<file path="src/rtl/bcd_multidigito.sv">
// N-digit up/down BCD counter with output latch and a scanned 7-segment driver.
// Define BCD_BLANK_EN to blank leading zero digits on the display.
module bcd_multidigito #(
    parameter int unsigned DIGITS   = 3,
    parameter int unsigned SCAN_DIV = 1000
) (
    input  logic                  ck,
    input  logic                  rst_s,
    input  logic                  enb,
    input  logic                  up,
    input  logic                  ld,
    output logic [4*DIGITS-1:0]   q,
    output logic [DIGITS-1:0]     an,
    output logic [6:0]            sgm,
    output logic                  cnt_max
);

    localparam int unsigned IW = (DIGITS > 1) ? $clog2(DIGITS) : 1;
    localparam int unsigned PW = (SCAN_DIV > 1) ? $clog2(SCAN_DIV) : 1;

    logic [DIGITS-1:0][3:0] cnt_q, cnt_d;
    logic [DIGITS-1:0][3:0] q_q;
    logic [PW-1:0]          pre_q, pre_d;
    logic [IW-1:0]          idx_q, idx_d;
    logic [DIGITS-1:0]      an_q, an_d;
    logic                   carry;
    logic                   all9, all0;
    logic [3:0]             sel_dig;
`ifdef BCD_BLANK_EN
    logic                   hi_zero;
    logic                   blank;
`endif

    function automatic logic [6:0] seg7(input logic [3:0] d);
        logic [6:0] s;
        case (d)
            4'd0:    s = 7'b0111111;
            4'd1:    s = 7'b0000110;
            4'd2:    s = 7'b1011011;
            4'd3:    s = 7'b1001111;
            4'd4:    s = 7'b1100110;
            4'd5:    s = 7'b1101101;
            4'd6:    s = 7'b1111101;
            4'd7:    s = 7'b0000111;
            4'd8:    s = 7'b1111111;
            4'd9:    s = 7'b1101111;
            default: s = 7'b0000000;
        endcase
        return s;
    endfunction

    // Ripple the step through the decades; a digit moves only while every lower digit wraps.
    always_comb begin
        cnt_d = cnt_q;
        carry = enb;
        for (int k = 0; k < DIGITS; k++) begin
            if (carry) begin
                if (up) cnt_d[k] = (cnt_q[k] == 4'd9) ? 4'd0 : cnt_q[k] + 4'd1;
                else    cnt_d[k] = (cnt_q[k] == 4'd0) ? 4'd9 : cnt_q[k] - 4'd1;
            end
            carry = carry & (up ? (cnt_q[k] == 4'd9) : (cnt_q[k] == 4'd0));
        end
    end

    always_comb begin
        all9 = 1'b1;
        all0 = 1'b1;
        for (int k = 0; k < DIGITS; k++) begin
            all9 = all9 & (cnt_q[k] == 4'd9);
            all0 = all0 & (cnt_q[k] == 4'd0);
        end
        cnt_max = up ? all9 : all0;
    end

    always_comb begin
        pre_d = pre_q + PW'(1);
        idx_d = idx_q;
        if (pre_q == PW'(SCAN_DIV - 1)) begin
            pre_d = '0;
            idx_d = (idx_q == IW'(DIGITS - 1)) ? '0 : idx_q + IW'(1);
        end
        an_d = '0;
        for (int k = 0; k < DIGITS; k++) begin
            an_d[k] = (idx_d == IW'(k));
        end
    end

    // Display path reads the latch combinationally so sgm lines up with the registered an.
    always_comb begin
        sel_dig = 4'd0;
`ifdef BCD_BLANK_EN
        hi_zero = 1'b1;
        blank   = 1'b0;
`endif
        for (int k = DIGITS - 1; k >= 0; k--) begin
`ifdef BCD_BLANK_EN
            hi_zero = hi_zero & (q_q[k] == 4'd0);
`endif
            if (idx_q == IW'(k)) begin
                sel_dig = q_q[k];
`ifdef BCD_BLANK_EN
                blank = hi_zero & (k != 0);
`endif
            end
        end
`ifdef BCD_BLANK_EN
        sgm = blank ? 7'b0000000 : seg7(sel_dig);
`else
        sgm = seg7(sel_dig);
`endif
    end

    always_ff @(posedge ck) begin
        if (rst_s) begin
            cnt_q <= '0;
            q_q   <= '0;
            pre_q <= '0;
            idx_q <= '0;
            an_q  <= DIGITS'(1);
        end else begin
            cnt_q <= cnt_d;
            if (ld) q_q <= cnt_q;
            pre_q <= pre_d;
            idx_q <= idx_d;
            an_q  <= an_d;
        end
    end

    assign q  = q_q;
    assign an = an_q;

endmodule

</file>
<file path="config.mk">
export PLATFORM = sky130hd
export DESIGN_NAME = bcd_multidigito
export DESIGN_NICKNAME = d
export VERILOG_FILES = /design/src/rtl/bcd_multidigito.sv
export SDC_FILE = /design/constraint.sdc
export NUM_CORES = 1
export LEC_CHECK = 0
export CORE_MARGIN = 10
export CORE_UTILIZATION = 45
export DETAILED_ROUTE_END_ITERATION = 16
export PLACE_DENSITY = 0.67
export RECOVER_POWER = 50
export SLEW_MARGIN = 20
export SYNTH_ARGS = -nofsm -noshare
export SYNTH_HDL_FRONTEND = slang
export SYNTH_SLANG_ARGS = --single-unit
</file>
<file path="constraint.sdc">
create_clock -name ck -period 2.33 [get_ports ck]
set_input_delay 0.3495 -clock ck [delete_from_list [all_inputs] [get_ports ck]]
set_output_delay 0.3495 -clock ck [all_outputs]
set_load 0.02 [all_outputs]
</file>
# ---- Word-level counts from Yosys, hierarchy flattened
# Memories as Yosys holds them, arrays and structs flattened.
# Index checks and enable logic that the tools add are counted.
dict set report op_classes {
  reduce_logical 6
  bitwise_logic 6
  n_eq_ne 8
  mux 17
  add_sub_neg 8
}
# cell n
set op_table {}
lappend op_table {{$mux W4} 12}
lappend op_table {{$add A4 B1 Y4 const B} 3}
lappend op_table {{$eq A4 B4 Y1 const B} 3}
lappend op_table {{$logic_not A4 Y1} 3}
lappend op_table {{$sub A4 B1 Y4 const B} 3}
lappend op_table {{$add A10 B1 Y10 const B} 1}
lappend op_table {{$eq A10 B10 Y1 const B} 1}
lappend op_table {{$and A1 B1 Y1} 6}
lappend op_table {{$eq A2 B1 Y1 const B} 2}
lappend op_table {{$eq A2 B2 Y1 const B} 2}
lappend op_table {{$logic_not A2 Y1} 2}
lappend op_table {{$mux W2} 2}
lappend op_table {{$mux W1} 3}
lappend op_table {{$add A2 B1 Y2 const B} 1}
lappend op_table {{$reduce_or A2 Y1} 1}
dict set report word_totals {
  word_cells 55
  in_bits 5
  ff_bits 39
  mem_count 1
  mem_bits_ro 112
  output_inout_bits 23
}
# name words word_bits read_ports rd_ports_with_merged_regs write_ports line_no
set memory_table {}
lappend memory_table {{(no name shown)} 16 7 1 0 0 36} ;# case (d)

# ---- Depth between registers and ports, before layout
# Gate-level depths: netlist of the first run.
# An unclocked memory read counts as a cell.
dict set report depth {
  word_depth 5
  ltp_mapped 8
  ltp_nobuf 7
}

# ---- Worst setup path after synthesis of the first run
# Ideal clock, no wire load.
dict set report synth_timing {
  path_kind {reg2out}
  start {register q_q (netlist bit q[5])}
  end {output port sgm[1]}
  n_path_buf 0
  slack_ns 0.269
  required_ns 1.980
  arrival_time_ns 1.712
  stages_incl_launch_ff 5
  cell_sequence {dfxtp_1 mux2i_1 o2bb2ai_1 ha_1 o21ai_0}
}
dict set report synth_between {
  elab_chain_len 3
}
# item line_no
set synth_lines {}
lappend synth_lines {{start: declaration} 22} ;# logic [DIGITS-1:0][3:0] q_q;
lappend synth_lines {{start signal: assignment} 122} ;# if (ld) q_q <= cnt_q;
lappend synth_lines {{$mux W4 (2 in series)} 99} ;# if (idx_q == IW'(k)) begin
lappend synth_lines {{$mem_v2 Z16 W7} -}
lappend synth_lines {{end: declaration} 14} ;# output logic [6:0] sgm,
# No other way between the ends.

# ---- Worst setup path in the final report of the first run
dict set report layout_timing {
  start {register idx_q[0]}
  end {output port sgm[1]}
}
dict set report layout_between {
  elab_chain_len 5
  word_cells_on_any_way 7
  cone_classes {2 x eq/ne; 3 x mux; 1 x reduce/logical; 1 x memory}
}
# item line_no
set layout_lines {}
lappend layout_lines {{start: declaration} 24} ;# logic [IW-1:0] idx_q, idx_d;
lappend layout_lines {{start signal: assignment} 124} ;# idx_q <= idx_d;
lappend layout_lines {{$eq A2 B2 Y1} 99}
lappend layout_lines {{$mux W4 (2 in series)} 99}
lappend layout_lines {{$mux W4 (*)} 99}
lappend layout_lines {{$mem_v2 Z16 W7 (*)} -}
# Mark *: on every way between the ends. The rest lies on a longest branch, timed or not.

==> impl_metrics.toml, run 1 <==
[drt]
antenna_left = 0
routed_via_density = 5.305
drt_iter0_drc = 63
finalWirelength_um = 5180
vias = 2053
drc_errors = 0
first_pass_iters = 4
routedWlPerCell_um = 13.39

[logic_synthesis]
synth_top_area_cell = "dfxtp_1"
postSynthCellCount = 277
ys_top_cells_by_area = "dfxtp_1 34%, mux2i_1 6.9%, nor2_1 6.0%, ha_1 3.8%, a21oi_1 3.7%"
synth.most_common_cell = "dfxtp_1"
avgSynthCellArea_sq_um = 8.365
synth_top_area_frac = 0.3369
ys_seq_area_frac = 0.3369
ys_warn_count = 0
synth_edf_count = 0
yosys_register_bits = 39
netlist_top_cells_count = "39 x dfxtp_1, 37 x nor2_1, 19 x nand2_1"
synth_area_sq_um = 2317
synth_nets = 289
async_reset_ff_frac = 0
synthFlopType = "dfxtp_1"
synth_cell_type_count = 54

[critical_path]
critical_path_class = "reg -> out"
slowest_delay_ns = 0.37
required_ns = 1.98
cp_max_fo = 5
critPathLaunchType = "flop"
cp.arrival_ns = 1.90
cp_common_cell = "buf_4"
worstSetupEndpointType = "output port"
reg2reg_depth = 5
cp_slowest_cell = "dfxtp_4"
crit_chain = "buf_4, mux2i_4, a2bb2oi_2, buf_4, buf_4, buf_4, o21ai_0, o21ai_1, buf_4"

[die]
dieArea_sq_um = 8420
fp.dieW_um = 91.76
die_height_um = 91.76
initial_core_util = 0.4596
rows = 26
core_sq_um = 5042
io_pins = 28

[layout]
insertedDiodeCount = 0
final_cell_count_no_fill = 387
final_net_count = 328
stdcell_area_sq_um = 2824
synthToLayoutAreaGrowth_pct = 21.87
drive_gt1_frac = 0.1893
fillCellCount = 490

[grt]
grt_max_degree = 40
grt_util_all_layers = 0.1242
grt_pass1_vias = 1949
overflow = 0
grt_pass1_wl_um = 9059
antenna_found_initial = 0

[placed_design]
dp.cells = 374
postPlaceCellArea_sq_um = 2726
port-buffer-count = 27
routabilityCongestion = 0.8382
place_hpwl_um = 3703
place_ws_ns = -0.08916

[sta]
fin_crit_sh = 0.9650
slew_viol_final = 0
layout_setup_ws_ns = 0.08145
setup_violations = 0
hold_viol_final = 0
skew_ns = 0.006416
slew_headroom = 0.4448
period_needed_ns = 2.249
tightest_slew_ns = 0.8328
max_freq_ghz = 0.4447

[clock_network]
clock_path_buffers = 2
hold_buffers = 0
htree_levels = 2
cts_tree = "built"
ctsRootBufferMaster = "clkbuf_8"
clkSlewWorstSetupHoldPaths_ns = 0.08
cts_buffers = 5
clk_latency_ns = 0.29
cts.sinks = 39

[pwr]
p_comb_frac = 0.199
vdd_drop_max_mv = 0.3101
clockPowerShare = 0.305
p_sw_uw = 440.5
power_leakage_nw = 1.101
seq_power_share = 0.496
switching_share = 0.2996
power_mw = 1.470
pwr_density_cell_nw_per_um2 = 520.7
p_int_mw = 1.030

[run_status]
status = "finished clean"

[hold_path]
min_delay_path_depth = 1
hp-class = "reg -> reg"

[flow_run]
drv_cap = 0
-- per-layer routing --
layer	global-route usage	up-vias	wire length, um
met2	0.1908	31	2357
met1	0.1637	955	2563
li1	-	1063	-
met4	0.04113	0	41
met5	0	-	0
met3	0.03504	4	218
-- path summary, 6_finish.rpt --
kind / from / end / slack, ns
worst min register to register: pre_q[0]$_SDFF_PP0_ / pre_q[0]$_SDFF_PP0_ / 0.49
worst min-delay path: pre_q[0]$_SDFF_PP0_ / pre_q[0]$_SDFF_PP0_ / 0.49
worst max-delay path: idx_q[0]$_SDFF_PP0_ / sgm[1] / 0.08
worst max register to register: pre_q[0]$_SDFF_PP0_ / an[0]$_SDFF_PP1_ / 0.52
-- power groups by stage --
stage | registers, mW | logic, mW | clock network, mW
floorplan | 0.730 | 0.215 | 0
global placement | 0.745 | 0.296 | 0
detailed placement | 0.745 | 0.301 | 0
CTS | 0.729 | 0.298 | 0.464
global route | 0.735 | 0.325 | 0.496
finish | 0.729 | 0.293 | 0.449
-- state kept, by name, indices dropped and copies added (netlist names) --
name,cells
cnt_q,12
idx_q,2
pre_q,10
q,12
an,3
-- worst max-delay path: cells and delay by family (launching register included) --
family	cells	cell delay, ns
buffers and inverters	5	0.69
DFF	1	0.37
AOI/OAI and AO/OA	3	0.36
muxes	1	0.18
-- kinds of logic (layout without fill, tap and decap cells) --
| family | count (synthesis) | in the layout | share of synthesized area |
|---|---|---|---|
| AO/OA/AOI/OAI | 67 | 67 | 0.1971 |
| adder cells (fa/ha/maj) | 7 | 7 | 0.03780 |
| XOR/XNOR | 13 | 13 | 0.04914 |
| flip-flops | 39 | 39 | 0.3369 |
| AND/OR/NAND/NOR | 107 | 107 | 0.2478 |
| buffers and inverters | 27 | 67 | 0.05723 |
| multiplexers | 17 | 17 | 0.07397 |
-- cell type report --
| cell class | instances | area, sq um | share of cell area |
|---|---|---|---|
| multi-input cells | 211 | 1406 | 0.4980 |
| flip-flops and latches | 39 | 785.8 | 0.2782 |
| repair buffers | 54 | 440.4 | 0.1560 |
| well taps | 70 | 87.58 | 0.03101 |
| clock buffers | 6 | 72.57 | 0.02570 |
| inverters | 5 | 18.77 | 0.006646 |
| clock inverters | 2 | 12.51 | 0.004431 |
-- through the flow --
| step | util | TNS, ns | hold slack (ns) |
|---|---|---|---|
| 2_1_floorplan | - | 0 | 0.4487 |
| 3_3_place_gp | 0.5407 | -0.1554 | 0.4710 |
| 3_5_place_dp | 0.5407 | -0.5323 | 0.4783 |
| 4_1_cts | 0.5635 | 0 | 0.4891 |
| 5_1_grt | 0.5601 | -0.0005105 | 0.5224 |
| 6_report | 0.5601 | 0 | 0.4871 |
-- layout by cell type (no fill, tap or decap), types with 2 or more instances in the layout --
cell,instances
nor2_1,38
buf_2,3
or3_1,2
inv_1,4
o21bai_1,2
nand2b_1,5
o21a_1,3
dlygate4sd3_1,5
o31ai_1,2
o21ai_1,4
buf_4,27
ha_1,7
nor3_1,9
a211o_1,2
nor3_2,3
and4_1,2
nand3_1,9
and3_1,5
clkdlybuf4s50_1,14
a311oi_1,2
a32oi_1,2
nor2b_1,2
mux2i_1,15
o21ai_0,14
dfxtp_1,37
a211oi_1,2
nand2_1,19
nor3b_1,3
a31oi_1,2
o2bb2ai_2,2
clkbuf_8,5
o22ai_1,3
clkbuf_2,4
a21oi_1,17
xor2_1,6
xnor2_1,7
nand4_1,2
-- repair_timing --
item | in CTS | in global routing
buffers inserted | 4 | 1
hold endpoints to repair | 0 | 0
pin swaps | 2 | 2
gates resized for setup | 24 | 16
endpoints found under the setup margin | 7 | 8
No activity file was read; power rests on OpenSTA's default activity.
==> run 2, diff against run 1 <==
--- a/config.mk
+++ b/config.mk
@@ -10,6 +10,7 @@
 export DETAILED_ROUTE_END_ITERATION = 16
 export PLACE_DENSITY = 0.67
 export RECOVER_POWER = 50
+export SKIP_LAST_GASP = 1
 export SLEW_MARGIN = 20
 export SYNTH_ARGS = -nofsm -noshare
 export SYNTH_HDL_FRONTEND = slang
==> constraint.sdc (replaced) <==
create_clock -name ck -period 2.1 [get_ports ck]
set_input_delay 0.315 -clock ck [delete_from_list [all_inputs] [get_ports ck]]
set_output_delay 0.315 -clock ck [all_outputs]
set_load 0.02 [all_outputs]
==> run 2 against run 1 <==
The flow now finishes with violations (negative setup slack). Global-route usage rose by 0.28 points. Clock skew rose by 0.00080 ns. Final cell count rose by 4.4%. Sequential power rose by 8.2%. Critical path depth fell by 1. Sequential share of layout area fell by 2.2 points. Non-clock buffer count rose by 17. Largest power group unchanged.
==> impl_metrics.toml, run 2 (synthesis gave the netlist of run 1 again) <==
[hold_path]
hp-class = "reg -> reg"
worstHoldStart = "pre_q[0]$_SDFF_PP0_"

[critical_path]
crit_chain = "buf_6, mux2i_2, o2bb2ai_2, ha_1, nor2_1, o21ai_2, o21ai_1, buf_4"
cp_max_fo = 5
crit_buf_inv = 2
critical_path_class = "reg -> out"
cp.arrival_ns = 1.79
required_ns = 1.78
worstSetupEndpointType = "output port"
reg2reg_from = "pre_q[0]$_SDFF_PP0_"
cp_slowest_cell = "dfxtp_4"
slowest_delay_ns = 0.40
critPathLaunchType = "flop"
crit_path_start = "idx_q[0]$_SDFF_PP0_"
cp_top_family = "flip-flops"

[layout]
stdcell_area_sq_um = 3064
seqCellArea_sq_um = 784.5
fillCellCount = 459
final_cell_mix = "39 x buf_4, 38 x dfxtp_1, 37 x nor2_1"
synthToLayoutAreaGrowth_pct = 32.24
multi_input_area_sq_um = 1454
final_common_cell = "buf_4"
final_net_count = 345
drive_gt1_frac = 0.2515
insertedDiodeCount = 0

[clock_network]
cts_buffers = 5
ctsRootBufferMaster = "clkbuf_8"
clkSlewWorstSetupHoldPaths_ns = 0.08
hold_buffers = 0
clk_latency_ns = 0.29
cts.sinks = 39
cts_tree = "built"
htree_levels = 2
clock_path_buffers = 2

[grt]
grtUsageMet2 = 0.2097
grt_pass1_vias = 2031
grt-busiest-layer = "met2"
grt_util_all_layers = 0.1270
grt_pass1_wl_um = 9142
grt_use_met3 = 0.03667
antenna_found_initial = 0
overflow = 0
use_met1 = 0.1554
grt_max_degree = 40

[pwr]
power_leakage_nw = 1.196
seq_power_share = 0.437
p_comb_frac = 0.218
p_sw_uw = 506.5
switching_share = 0.2805
power_mw = 1.806
vdd_drop_max_mv = 0.3850
p_int_mw = 1.299
pwr_density_cell_nw_per_um2 = 589.3
clockPowerShare = 0.345

[sta]
period_needed_ns = 2.110
rsz0062_at_grt = "yes"
tightest_slew_ns = 0.8655
max_freq_ghz = 0.4739
fin_crit_sh = 1.005
setup_violations = 2
hold_viol_final = 0
skew_ns = 0.007212
slew_headroom = 0.4230
layout_setup_ws_ns = -0.009962
slew_viol_final = 0

[drt]
drc_errors = 0
drt_iter0_drc = 58
finalWirelength_um = 5415
antenna_left = 0
vias = 2139
routed_via_density = 5.295
first_pass_iters = 4
routedWlPerCell_um = 13.40

[placed_design]
postPlaceCellArea_sq_um = 2882
place_hpwl_um = 3833
routabilityCongestion = 0.8400
port-buffer-count = 27
place_ws_ns = -0.3062

[die]
io_pins = 28
dieArea_sq_um = 8420
initial_core_util = 0.4596
rows = 26
fp.dieW_um = 91.76
die_height_um = 91.76
core_sq_um = 5042

[run_status]
status = "complete, but fails checks"
violations = "negative setup slack"

[flow_run]
drv_cap = 0
## run 2: cell count changes in the layout (fill, tap and decap cells not counted), moves of 3 or more
cell,before,now
buf_2,3,0
buf_4,27,39
buf_6,0,7
clkbuf_2,4,1
o21ai_0,14,11
o21ai_2,0,3
## run 2: power groups by stage
stage / sequential, mW / clock (mW) / combinational (mW)
floorplan: 0.810 / 0 / 0.239
global placement: 0.806 / 0 / 0.375
detailed placement: 0.807 / 0 / 0.381
CTS: 0.789 / 0.639 / 0.381
global route: 0.793 / 0.669 / 0.433
finish: 0.789 / 0.623 / 0.393
## run 2: path summary, 6_finish.rpt
kind,to,cells after the start,slack (ns)
worst max register to register,an[0]$_SDFF_PP1_,5,0.35
worst min-delay path,pre_q[0]$_SDFF_PP0_,1,0.49
worst min register to register,pre_q[0]$_SDFF_PP0_,1,0.49
worst max-delay path,sgm[0],8,-0.01
## run 2: per-layer routing
metal | routed length [um] | vias to the layer above
met3 | 229 | 5
met5 | 0 | -
met1 | 2576 | 1009
met4 | 48 | 0
li1 | - | 1095
met2 | 2560 | 30
## run 2: final cells by class
type                    count  share of cell area
clock buffers               5             0.02246
flip-flops and latches     39              0.2560
inverters                   5            0.006125
multi-input cells         211              0.4745
well taps                  70             0.02858
clock inverters             3             0.01429
repair buffers             71              0.1980
## run 2: what timing repair did
action	4_1_cts	5_1_grt
pin swaps	4	10
endpoints found under the setup margin	8	7
setup buffers	4	0
gates resized for setup	48	22
## run 2: through the flow
stage	cells	utilization	TNS (ns)	hold WS [ns]
after floorplan	277	-	0	0.4487
after global placement	393	0.5715	-1.704	0.4637
after detailed placement	393	0.5715	-2.176	0.4732
after CTS	405	0.6040	-0.3441	0.4848
after global routing	404	0.6077	-0.5851	0.5246
final	404	0.6077	-0.01021	0.4913
## run 2: worst reg2reg max path, delay by kind of cell, from the launching register on
kind,cells,cell delay (ns)
AO/OA/AOI/OAI,1,0.17
adder cells (fa/ha/maj),1,0.24
buffers and inverters,1,0.33
flip-flops,1,0.38
AND/OR/NAND/NOR,2,0.59
==> run 3, diff against run 2 <==
--- a/config.mk
+++ b/config.mk
@@ -8,6 +8,7 @@
 export CORE_MARGIN = 10
 export CORE_UTILIZATION = 45
 export DETAILED_ROUTE_END_ITERATION = 16
+export MAX_ROUTING_LAYER = met4
 export PLACE_DENSITY = 0.67
 export RECOVER_POWER = 50
 export SKIP_LAST_GASP = 1
==> run 3 against run 2 <==
The run still ends with negative setup slack left. Count of clock-buffer cells in the layout unchanged. Via count shrank 0.33%. Clock power about the same. Sequential share of layout area stayed put. Routed wire length about the same. Utilization is the same. Worst hold slack barely moved. Highest routed layer unchanged.
==> impl_metrics.toml, run 3 (synthesis gave the netlist of run 1 again) <==
[critical_path]
r2r_end = "an[0]$_SDFF_PP1_"
crit_chain = "buf_6, mux2i_2, o2bb2ai_2, ha_1, nor2_1, o21ai_2, o21ai_1, buf_4"
reg2reg_depth = 5
critPathLaunchType = "flop"
critical_path_class = "reg -> out"
cp.arrival_ns = 1.80
slowest_delay_ns = 0.40
cp_max_fo = 5
worstSetupEndpointType = "output port"
required_ns = 1.78
cp_slowest_cell = "dfxtp_4"
reg2reg_setup_slack_ns = 0.34
cp_top_family = "flip-flops"
crit_buf_inv = 2
reg2reg_from = "pre_q[0]$_SDFF_PP0_"

[hold_path]
min_delay_path_depth = 1
whs_endpoint = "pre_q[0]$_SDFF_PP0_"
hp-class = "reg -> reg"
worstHoldStart = "pre_q[0]$_SDFF_PP0_"

[flow_run]
drv_cap = 0

[grt]
grt_pass1_vias = 2031
overflow = 0
grt_max_degree = 40
grt_util_all_layers = 0.1312
grt_pass1_wl_um = 9156
antenna_found_initial = 0

[die]
dieArea_sq_um = 8420
io_pins = 28
rows = 26
core_sq_um = 5042
initial_core_util = 0.4596
die_height_um = 91.76
fp.dieW_um = 91.76

[layout]
insertedDiodeCount = 0
final_net_count = 345
seqCellArea_sq_um = 784.5
fillCellCount = 459
multi_input_area_sq_um = 1454
synthToLayoutAreaGrowth_pct = 32.24
final_cell_count_no_fill = 404
fin_util = 0.6077
drive_gt1_frac = 0.2515
final_common_cell = "buf_4"
final_cell_mix = "39 x buf_4, 38 x dfxtp_1, 37 x nor2_1"

[placed_design]
routabilityCongestion = 0.8530
port-buffer-count = 27
place_hpwl_um = 3833
place_ws_ns = -0.3062
dp.cells = 393

[sta]
rsz0062_at_grt = "yes"
skew_ns = 0.007740
setup_violations = 2
max_freq_ghz = 0.4739
period_needed_ns = 2.110
fin_crit_sh = 1.005
layout_setup_ws_ns = -0.01002
tightest_slew_ns = 0.8636
slew_viol_final = 0
slew_headroom = 0.4243
hold_viol_final = 0

[pwr]
power_mw = 1.807
vdd_drop_max_mv = 0.3850
pwr_density_cell_nw_per_um2 = 589.8
power_leakage_nw = 1.196

[drt]
drc_errors = 0
finalWirelength_um = 5414
routedWlPerCell_um = 13.40
antenna_left = 0
drt_iter0_drc = 54
vias = 2132
routed_via_density = 5.277
first_pass_iters = 4

[run_status]
violations = "negative setup slack"
status = "complete, but fails checks"

[clock_network]
cts_tree = "built"
clock_path_buffers = 2
htree_levels = 2
clkSlewWorstSetupHoldPaths_ns = 0.08
cts.sinks = 39
ctsRootBufferMaster = "clkbuf_8"
cts_buffers = 5
hold_buffers = 0
clk_latency_ns = 0.29
==> run 3: what timing repair did <==
action                                  in CTS  in global routing
endpoints found under the setup margin       8                  7
pin swaps                                    4                 10
resized for setup                           48                 22
buffers inserted                             4                  0
cloned                                       0                  0
==> run 3: metrics by stage <==
step	setup TNS [ns]	hold slack [ns]	area (sq um)
2_1_floorplan	0	0.4487	2317
6_report	-0.01032	0.4913	3064
3_3_place_gp	-1.704	0.4637	2882
5_1_grt	-0.6041	0.5246	3064
3_5_place_dp	-2.176	0.4732	2882
4_1_cts	-0.3441	0.4848	3045
==> run 3: how the worst max path moves through the flow <==
stage                        startpoint  endpoint  cells after the start
floorplan             q[5]$_SDFFE_PP0P_    sgm[1]                      4
global placement    idx_q[0]$_SDFF_PP0_    sgm[4]                      8
detailed placement  idx_q[0]$_SDFF_PP0_    sgm[4]                      8
CTS                 idx_q[0]$_SDFF_PP0_    sgm[1]                      9
global route        idx_q[0]$_SDFF_PP0_    sgm[0]                      8
finish              idx_q[0]$_SDFF_PP0_    sgm[0]                      8
==> run 3: layout make-up <==
type	count	area share
tap	70	0.02858
timing repair buffer	71	0.1980
clock inverter	3	0.01429
inverter	5	0.006125
multi-input combinational	211	0.4745
sequential	39	0.2560
clock buffer	5	0.02246
==> run 3: where the power goes <==
part	leakage, nW	internal, mW	total, mW	switching (mW)
Combinational	0.820	0.180	0.393	0.213
Clock	0.0581	0.354	0.625	0.271
Sequential	0.317	0.765	0.789	0.0238
==> run 3: layer usage <==
layer	track usage	routed length, um
met4	0.04113	55
met3	0.03586	214
met2	0.2097	2571
met1	0.1573	2573
met5	-	0
